==> src/rtl/mul_seq_if.sv <==
// Operand/product handshake bundle for the sequential multiplier.
// The master side supplies operands and accepts products; the slave is the multiplier.
interface mul_seq_if #(
  parameter int W = 8
);
  logic [W-1:0]   a;
  logic [W-1:0]   b;
  logic           sgn;
  logic           in_valid;
  logic           in_ready;
  logic [2*W-1:0] p;
  logic           out_valid;
  logic           out_ready;

  modport master (
    output a, b, sgn, in_valid, out_ready,
    input  in_ready, p, out_valid
  );

  modport slave (
    input  a, b, sgn, in_valid, out_ready,
    output in_ready, p, out_valid
  );
endinterface

==> src/rtl/mul_seq.sv <==
// Radix-2 shift-add multiplier, unsigned or two's-complement signed.
// Signed operands are reduced to magnitudes at accept, multiplied unsigned,
// and the sign is applied once at the end. One operation in flight at a time.
module mul_seq #(
  parameter int W = 8
) (
  input  logic     clk,
  input  logic     rst_n,
  input  logic     clr,
  mul_seq_if.slave bus
);

  typedef enum logic [1:0] {IDLE, CALC, SIGN, OUT} state_t;

  localparam logic [W-1:0] CNT_INIT = W[W-1:0];

  state_t         state_q;
  state_t         state_d;
  logic [W-1:0]   cnt_q;
  logic [2*W:0]   acc_q;
  logic [W-1:0]   mcand_q;
  logic           neg_q;
  logic [2*W-1:0] p_q;
  logic           out_valid_q;
  logic [W:0]     upper_sum;
  logic           accept;
  logic           step;

  // |v| as an unsigned W-bit value; the most negative input maps to 2^(W-1).
  function automatic logic [W-1:0] magnitude(input logic signed [W-1:0] v,
                                             input logic is_signed);
    logic signed [W-1:0] neg_v;
    neg_v = -v;
    if (is_signed && v < 0) return $unsigned(neg_v);
    return $unsigned(v);
  endfunction

  // Two's-complement negate the full-width product when the result is negative.
  function automatic logic [2*W-1:0] apply_sign(input logic [2*W-1:0] mag,
                                                input logic neg);
    logic signed [2*W-1:0] neg_mag;
    neg_mag = -$signed(mag);
    if (neg) return $unsigned(neg_mag);
    return mag;
  endfunction

  assign accept        = bus.in_valid && (state_q == IDLE) && !clr;
  assign step          = (state_q == CALC) && (cnt_q != '0);
  assign bus.in_ready  = (state_q == IDLE);
  assign bus.p         = p_q;
  assign bus.out_valid = out_valid_q;

  // State register.
  always_ff @(posedge clk or negedge rst_n) begin
    if (!rst_n) state_q <= IDLE;
    else        state_q <= state_d;
  end

  // Next-state logic; clr overrides every other transition.
  always_comb begin
    state_d = state_q;
    unique case (state_q)
      IDLE:    if (bus.in_valid) state_d = CALC;
      CALC:    if (cnt_q == '0) state_d = SIGN;
      SIGN:    state_d = OUT;
      OUT:     if (bus.out_ready) state_d = IDLE;
      default: state_d = IDLE;
    endcase
    if (clr) state_d = IDLE;
  end

  // Conditional add of the multiplicand into the upper half of the accumulator.
  always_comb begin
    upper_sum = acc_q[2*W:W];
    if (acc_q[0]) upper_sum = acc_q[2*W:W] + {1'b0, mcand_q};
  end

  // Step counter: loaded with W at accept, CALC exits once it has drained to zero.
  always_ff @(posedge clk or negedge rst_n) begin
    if (!rst_n)      cnt_q <= '0;
    else if (accept) cnt_q <= CNT_INIT;
    else if (step)   cnt_q <= cnt_q - W'(1);
  end

  // Operand capture and add-shift datapath; multiplier bits drain out of the low end.
  always_ff @(posedge clk) begin
    if (accept) begin
      acc_q   <= {{(W+1){1'b0}}, magnitude(bus.b, bus.sgn)};
      mcand_q <= magnitude(bus.a, bus.sgn);
      neg_q   <= bus.sgn & (bus.a[W-1] ^ bus.b[W-1]);
    end else if (step) begin
      acc_q   <= {1'b0, upper_sum, acc_q[W-1:1]};
    end
  end

  // Result register: signed product captured leaving SIGN and held until transferred.
  always_ff @(posedge clk or negedge rst_n) begin
    if (!rst_n) begin
      out_valid_q <= 1'b0;
      p_q         <= '0;
    end else if (clr) begin
      out_valid_q <= 1'b0;
    end else if (state_q == SIGN) begin
      out_valid_q <= 1'b1;
      p_q         <= apply_sign(acc_q[2*W-1:0], neg_q);
    end else if (state_q == OUT && bus.out_ready) begin
      out_valid_q <= 1'b0;
    end
  end

endmodule

==> src/flat_wrapper.sv <==
// flat-port wrapper written by rule: the top's interface ports become plain ports
module mul_seq_flat 
#(
  parameter int W = 8
)
  (clk, rst_n, clr, bus_a, bus_b, bus_sgn, bus_in_valid, bus_out_ready, bus_in_ready, bus_p, bus_out_valid);
  mul_seq_if #(.W(W)) bus_i ();
  input  logic clk;
  input  logic rst_n;
  input  logic clr;
  input wire logic [$bits(bus_i.a)-1:0] bus_a;
  input wire logic [$bits(bus_i.b)-1:0] bus_b;
  input wire logic [$bits(bus_i.sgn)-1:0] bus_sgn;
  input wire logic [$bits(bus_i.in_valid)-1:0] bus_in_valid;
  input wire logic [$bits(bus_i.out_ready)-1:0] bus_out_ready;
  output wire logic [$bits(bus_i.in_ready)-1:0] bus_in_ready;
  output wire logic [$bits(bus_i.p)-1:0] bus_p;
  output wire logic [$bits(bus_i.out_valid)-1:0] bus_out_valid;
  assign bus_i.a = bus_a;
  assign bus_i.b = bus_b;
  assign bus_i.sgn = bus_sgn;
  assign bus_i.in_valid = bus_in_valid;
  assign bus_i.out_ready = bus_out_ready;
  assign bus_in_ready = bus_i.in_ready;
  assign bus_p = bus_i.p;
  assign bus_out_valid = bus_i.out_valid;
  mul_seq #(.W(W)) u_core (.clk(clk), .rst_n(rst_n), .clr(clr), .bus(bus_i));
endmodule
==> config.mk <==
export PLATFORM = sky130hd
export DESIGN_NAME = mul_seq_flat
export DESIGN_NICKNAME = d
export VERILOG_FILES = /design/src/rtl/mul_seq_if.sv /design/src/rtl/mul_seq.sv /design/src/flat_wrapper.sv
export SDC_FILE = /design/constraint.sdc
export NUM_CORES = 1
export LEC_CHECK = 0
export CAP_MARGIN = 25
export CORE_AREA = 2 2 119 121
export CTS_BUF_LIST = sky130_fd_sc_hd__clkbuf_2 sky130_fd_sc_hd__clkbuf_4 sky130_fd_sc_hd__clkbuf_8
export CTS_CLUSTER_DIAMETER = 40
export DETAILED_ROUTE_END_ITERATION = 8
export DIE_AREA = 0 0 121 123
export PLACE_DENSITY = 0.49
export SLEW_MARGIN = 10
export SYNTH_ARGS = -nofsm -noshare
export SYNTH_HDL_FRONTEND = slang
export SYNTH_SLANG_ARGS = --single-unit
==> constraint.sdc <==
create_clock -name clk -period 3.6 [get_ports clk]
set_clock_uncertainty 0.1 [all_clocks]
set_input_delay 0.72 -clock clk [delete_from_list [all_inputs] [get_ports clk]]
set_output_delay 0.72 -clock clk [all_outputs]
set_load 0.01 [all_outputs]
After elaboration in Yosys (flattened, before gate mapping)

Index checks and enable logic that the tools add are counted.

$add $sub $neg: 5
Order comparisons: 2
Equal/unequal tests: 6
Muxes and demuxes: 26
Bitwise gates (word level): 3
Reductions and logical operators: 14

Operator list:

| cell                                                                          | number |
|---|---|
| 8-bit two-way mux                                                             | 8 |
| 16-bit two-way mux                                                            | 2 |
| 8-bit by 1-bit less-than comparator with 1-bit output (second input constant) | 2 |
| 16-bit negator                                                                | 1 |
| 8-bit negator                                                                 | 2 |
| 1-bit two-way mux                                                             | 10 |
| 8-bit by 8-bit adder with 9-bit output                                        | 1 |
| 9-bit two-way mux                                                             | 1 |
| 3-bit != test (second input constant)                                         | 3 |
| 8-bit zero test                                                               | 1 |
| 2-bit two-way mux                                                             | 4 |
| 2-bit one-hot mux with 4 select lines                                         | 1 |
| 8-bit nonzero test                                                            | 1 |
| 8-bit by 1-bit subtractor with 8-bit output (second input constant)           | 1 |
| 1-bit logical AND                                                             | 6 |
| 2-bit == test (second input constant)                                         | 2 |
| 3-bit AND reduction                                                           | 1 |
| 3-bit nonzero test                                                            | 1 |
| 2-bit by 1-bit == test with 1-bit output (second input constant)              | 1 |
| 2-bit zero test                                                               | 1 |
| 2-bit AND reduction                                                           | 1 |
| 2-bit nonzero test                                                            | 1 |
| 1-bit bitwise AND                                                             | 1 |
| 1-bit zero test                                                               | 1 |
| 2 further kinds                                                               | 2 |

Register bits: 52
Input bits: 22
Output and inout port bits: 18
Word-level logic and storage cells: 64

Longest topological paths before layout

Depth in word-level cells: 6
Mapped depth: 8
Depth with buffers taken out: 8

Least setup slack after synthesis

OpenSTA, ideal clock, no wires.

Path type: register to register
Start: register u_core.acc_q[0]
End: register u_core.p_q[12], in the netlist u_core.bus.p[12]
Arrival: 2.033 ns
Path slack: 1.336 ns
Cell stages (with the launch flop): 8
Buffers on the path: 0
Period minus slack after synthesis: 2.264 ns
Path through: edfxtp_1 -> clkinv_1 -> ha_1 -> or2b_2 -> or4_4 -> o41ai_1 -> xor2_1 -> o21ai_1

Longest elaborated chain between the ends: 3

RTL lines:

| item                   | RTL line       | text |
|---|---|---|
| start, declared        | mul_seq.sv:20  | `logic [2*W:0] acc_q;` |
| start signal, assigned | mul_seq.sv:88  | `acc_q <= {{(W+1){1'b0}}, magnitude(bus.b, bus.sgn)};` |
| start signal, assigned | mul_seq.sv:92  | `acc_q <= {1'b0, upper_sum, acc_q[W-1:1]};` |
| 16-bit negator         | mul_seq.sv:42  | `neg_mag = -$signed(mag);` |
| 16-bit two-way mux     | mul_seq.sv:43  | `if (neg) return $unsigned(neg_mag);` |
| 16-bit two-way mux     | mul_seq.sv:44  | `return mag;` |
| end signal, assigned   | mul_seq.sv:105 | `p_q <= apply_sign(acc_q[2*W-1:0], neg_q);` |
| end, declared          | mul_seq.sv:23  | `logic [2*W-1:0] p_q;` |

No other way between the ends. The select of a mux whose other input is x is not followed.
A chain may end at the register's enable or synchronous reset.

Final worst setup path

Ends and elaborated chain as after synthesis.

==> qor.csv <==
metric,value,unit
status,finished clean,
Final Util,0.276,
worst endpoint required time,3700,ps
Setup Viol. Count Final,0,
post-layout minimum cycle time,2650,ps
CTS Buf Count,5,
period utilization,0.737,
PortBufs,39,
CTS root buf,clkbuf_8,
Initial Utilization,0.224,
Syn Inst Count,325,
Final Hold Viols,0,
Max Cap Viol,0,
Pre-antenna DRT Iters,4,
critical path capture point type,flip-flop,
clock latency on the worst-skew pair,310,ps
most frequent cells in the layout,"41 x nand2_1, 39 x clkdlybuf4s50_1, 32 x o21ai_0",
"most common cell after layout, fill and taps aside",nand2_1,
DRT iter0 DRCs,122,
Ports,40,
"EDFF count, synth",17,
family with the most delay on the worst path,simple AND/OR/NAND/NOR gates,
"Slew Viols, Final",0,
ANT cells,0,
vias in the first global route,2323,
Post-synth top flop,dfrtp_1,
Max clock buf depth,2,
Synth Area in Adders,0.0804,
simple-gate portion of the synthesized area,0.154,
Worst Path Arrival,2750,ps
worst min-delay path class,flip-flop to flip-flop,
Worst path slowest cell,edfxtp_1,
sequential-to-total area share from yosys stat,0.441,
RSZ-0062 raised after global routing,no,
Crit Path Class,flip-flop to flip-flop,
fraction of layout cells with a size suffix above 1,0.0599,
dpl hpwl,5.15,mm
Syn Nets,366,
CP peak stage delay,610,ps
Routed Wire Length,6.64,mm
Max IR drop VDD,0.000164,V
H-tree depth,2,
Slew headroom,0.646,
grt ovf,0,
routed len/inst,12.1,um
multiplexer share of the synthesized area,0.0312,
Post-CTS Setup Bufs,0,
global-route wire length before repair,11.3,mm
Synth cell types,43,
CTS tree,yes,
core area,13600,um^2
Buf/Inv on CP,1,
worst slew pin tran,527,ps
XOR/XNOR Fraction of Synth Area,0.0919,
syn_area_per_cell,9.39,um^2
synthesis-to-layout area growth,23.1,%
CTS Sinks,52,
compound-gate portion of the synthesized area,0.165,
Post-Route Setup TNS,0,ps
via-per-instance ratio,4.37,
Tot GR Track Use,0.0939,
CP startpoint kind,flip-flop,
cts repair resizes,0,
fin nets,407,
width of the die,121,um
async set-reset flop share out of synthesis,0.519,
Die Span Y,123,um
largest net degree at the start of global routing,33,
Remaining DRCs,0,
largest family of logic cells by synthesized area,compound AO/OA/AOI/OAI gates,
highest clock rate,377,MHz
die area,14900,um^2
"flops & latches, synth",52,
antenna violations before repair,0,
Syn Std Cell Area,3050,um^2
yosys warns,0,
post-route ant nets,0,
clk slew on worst S/H paths,100,ps
P_leak,1.58,nW
number of cell rows,43,
crit path max fanout,14,
CP Cell Sequence,clkinv_1 -> ha_1 -> or2b_2 -> or4_4 -> o41ai_1 -> xor2_1 -> o21ai_1,
hold buffers post-CTS,0,
vias post-DR,2388,
Cell Pwr Density,746,nW/um^2
Placer Congestion,0.813,
==> report_power, final <==
group | internal [mW] | switching, mW | total, mW | leakage, nW
registers | 0.883 | 0.271 | 1.15 | 0.575
clock network | 0.136 | 0.204 | 0.341 | 0.0479
logic | 0.622 | 0.684 | 1.31 | 0.954
==> cells in the mapped netlist (2+ instances only) <==
master    number  area share
nand2_1       41       0.050
o21ai_0       32       0.053
dfrtp_1       27        0.22
nor2_1        27       0.033
xor2_1        23       0.066
a21oi_1       19       0.031
ha_1          18       0.074
inv_1         18       0.022
edfxtp_1      17        0.17
xnor2_1        9       0.026
clkbuf_1       8      0.0098
dfxtp_1        8       0.053
a21o_1         6       0.015
o31ai_1        6       0.015
mux2i_1        5       0.016
nand3_1        5      0.0082
nor3_1         5      0.0082
a211oi_1       4      0.0098
a31oi_1        4      0.0082
mux2_2         4       0.015
nand3b_1       4      0.0098
nand2b_1       3      0.0062
o21ai_1        3      0.0049
or4_4          3       0.011
a221oi_1       2      0.0057
and3_1         2      0.0041
buf_1          2      0.0025
nor4_1         2      0.0041
o211ai_1       2      0.0049
o41ai_1        2      0.0057
or4_1          2      0.0049
==> per-stage QoR <==
| stage | std cells | hold slack, ps | instance area [um^2] | total power, mW | worst slack [ps] |
|---|---|---|---|---|---|
| CTS | 547 | 397 | 3750 | 2.83 | 956 |
| finish | 547 | 386 | 3750 | 2.80 | 945 |
| global placement | 539 | 363 | 3670 | 2.45 | 1010 |
| detailed placement | 539 | 373 | 3670 | 2.48 | 954 |
| global route | 547 | 420 | 3750 | 3.06 | 812 |
| floorplan | 325 | 324 | 3050 | 1.99 | 1340 |
==> worst min-delay path, stage by stage (launching register included) <==
cell	delay, ps
dfrtp_1	350
nand2_1	40
o21ai_0	60
==> logic make-up (layout without fill, tap and decap cells) <==
logic type               after synthesis  in the layout
flip-flops                            52             52
adder cells (fa/ha/maj)               19             19
AND/OR/NAND/NOR                      100            100
AO/OA/AOI/OAI                         84             84
XOR/XNOR                              32             32
buffers and inverters                 29             71
multiplexers                           9              9
==> area by class of cell <==
cell class	instances	area, um^2
multi-input cells	244	1600
inverters	19	71.3
flip-flops and latches	52	1350
clock inverters	3	18.8
repair buffers	44	428
fillers	1435	9860
clock buffers	5	68.8
well taps	180	225
==> registers in the layout (all words and copies together), names as in the netlist <==
signal	flops
u_core.acc_q	16
u_core.bus.out_valid	1
u_core.bus.p	16
u_core.cnt_q	8
u_core.mcand_q	8
u_core.neg_q	1
u_core.state_q	2
==> metal layers <==
| layer | GRT usage | share of wire |
|---|---|---|
| met1 | 0.135 | 0.53 |
| met5 | 0 | 0 |
| met4 | 0.0283 | 0.013 |
| met3 | 0.0189 | 0.042 |
| met2 | 0.141 | 0.41 |
==> path summary, 6_finish.rpt <==
| check | start | end | slack [ps] | depth (start not counted) |
|---|---|---|---|---|
| min in group asynchronous | rst_n | u_core.cnt_q[4]$_DFFE_PN0P_ | 680 | 2 |
| setup / recovery | u_core.acc_q[0]$_DFFE_PP_ | u_core.bus.p[12]$_DFFE_PN0P_ | 950 | 7 |
| hold / removal | u_core.bus.p[13]$_DFFE_PN0P_ | u_core.bus.p[13]$_DFFE_PN0P_ | 390 | 2 |
| max in group asynchronous | rst_n | u_core.cnt_q[1]$_DFFE_PN0P_ | 2460 | 2 |
| hold reg to reg | u_core.bus.p[13]$_DFFE_PN0P_ | u_core.bus.p[13]$_DFFE_PN0P_ | 390 | 2 |
| setup reg to reg | u_core.acc_q[0]$_DFFE_PP_ | u_core.bus.p[12]$_DFFE_PN0P_ | 950 | 7 |
Note: power is estimated with default switching activity, not from simulation.
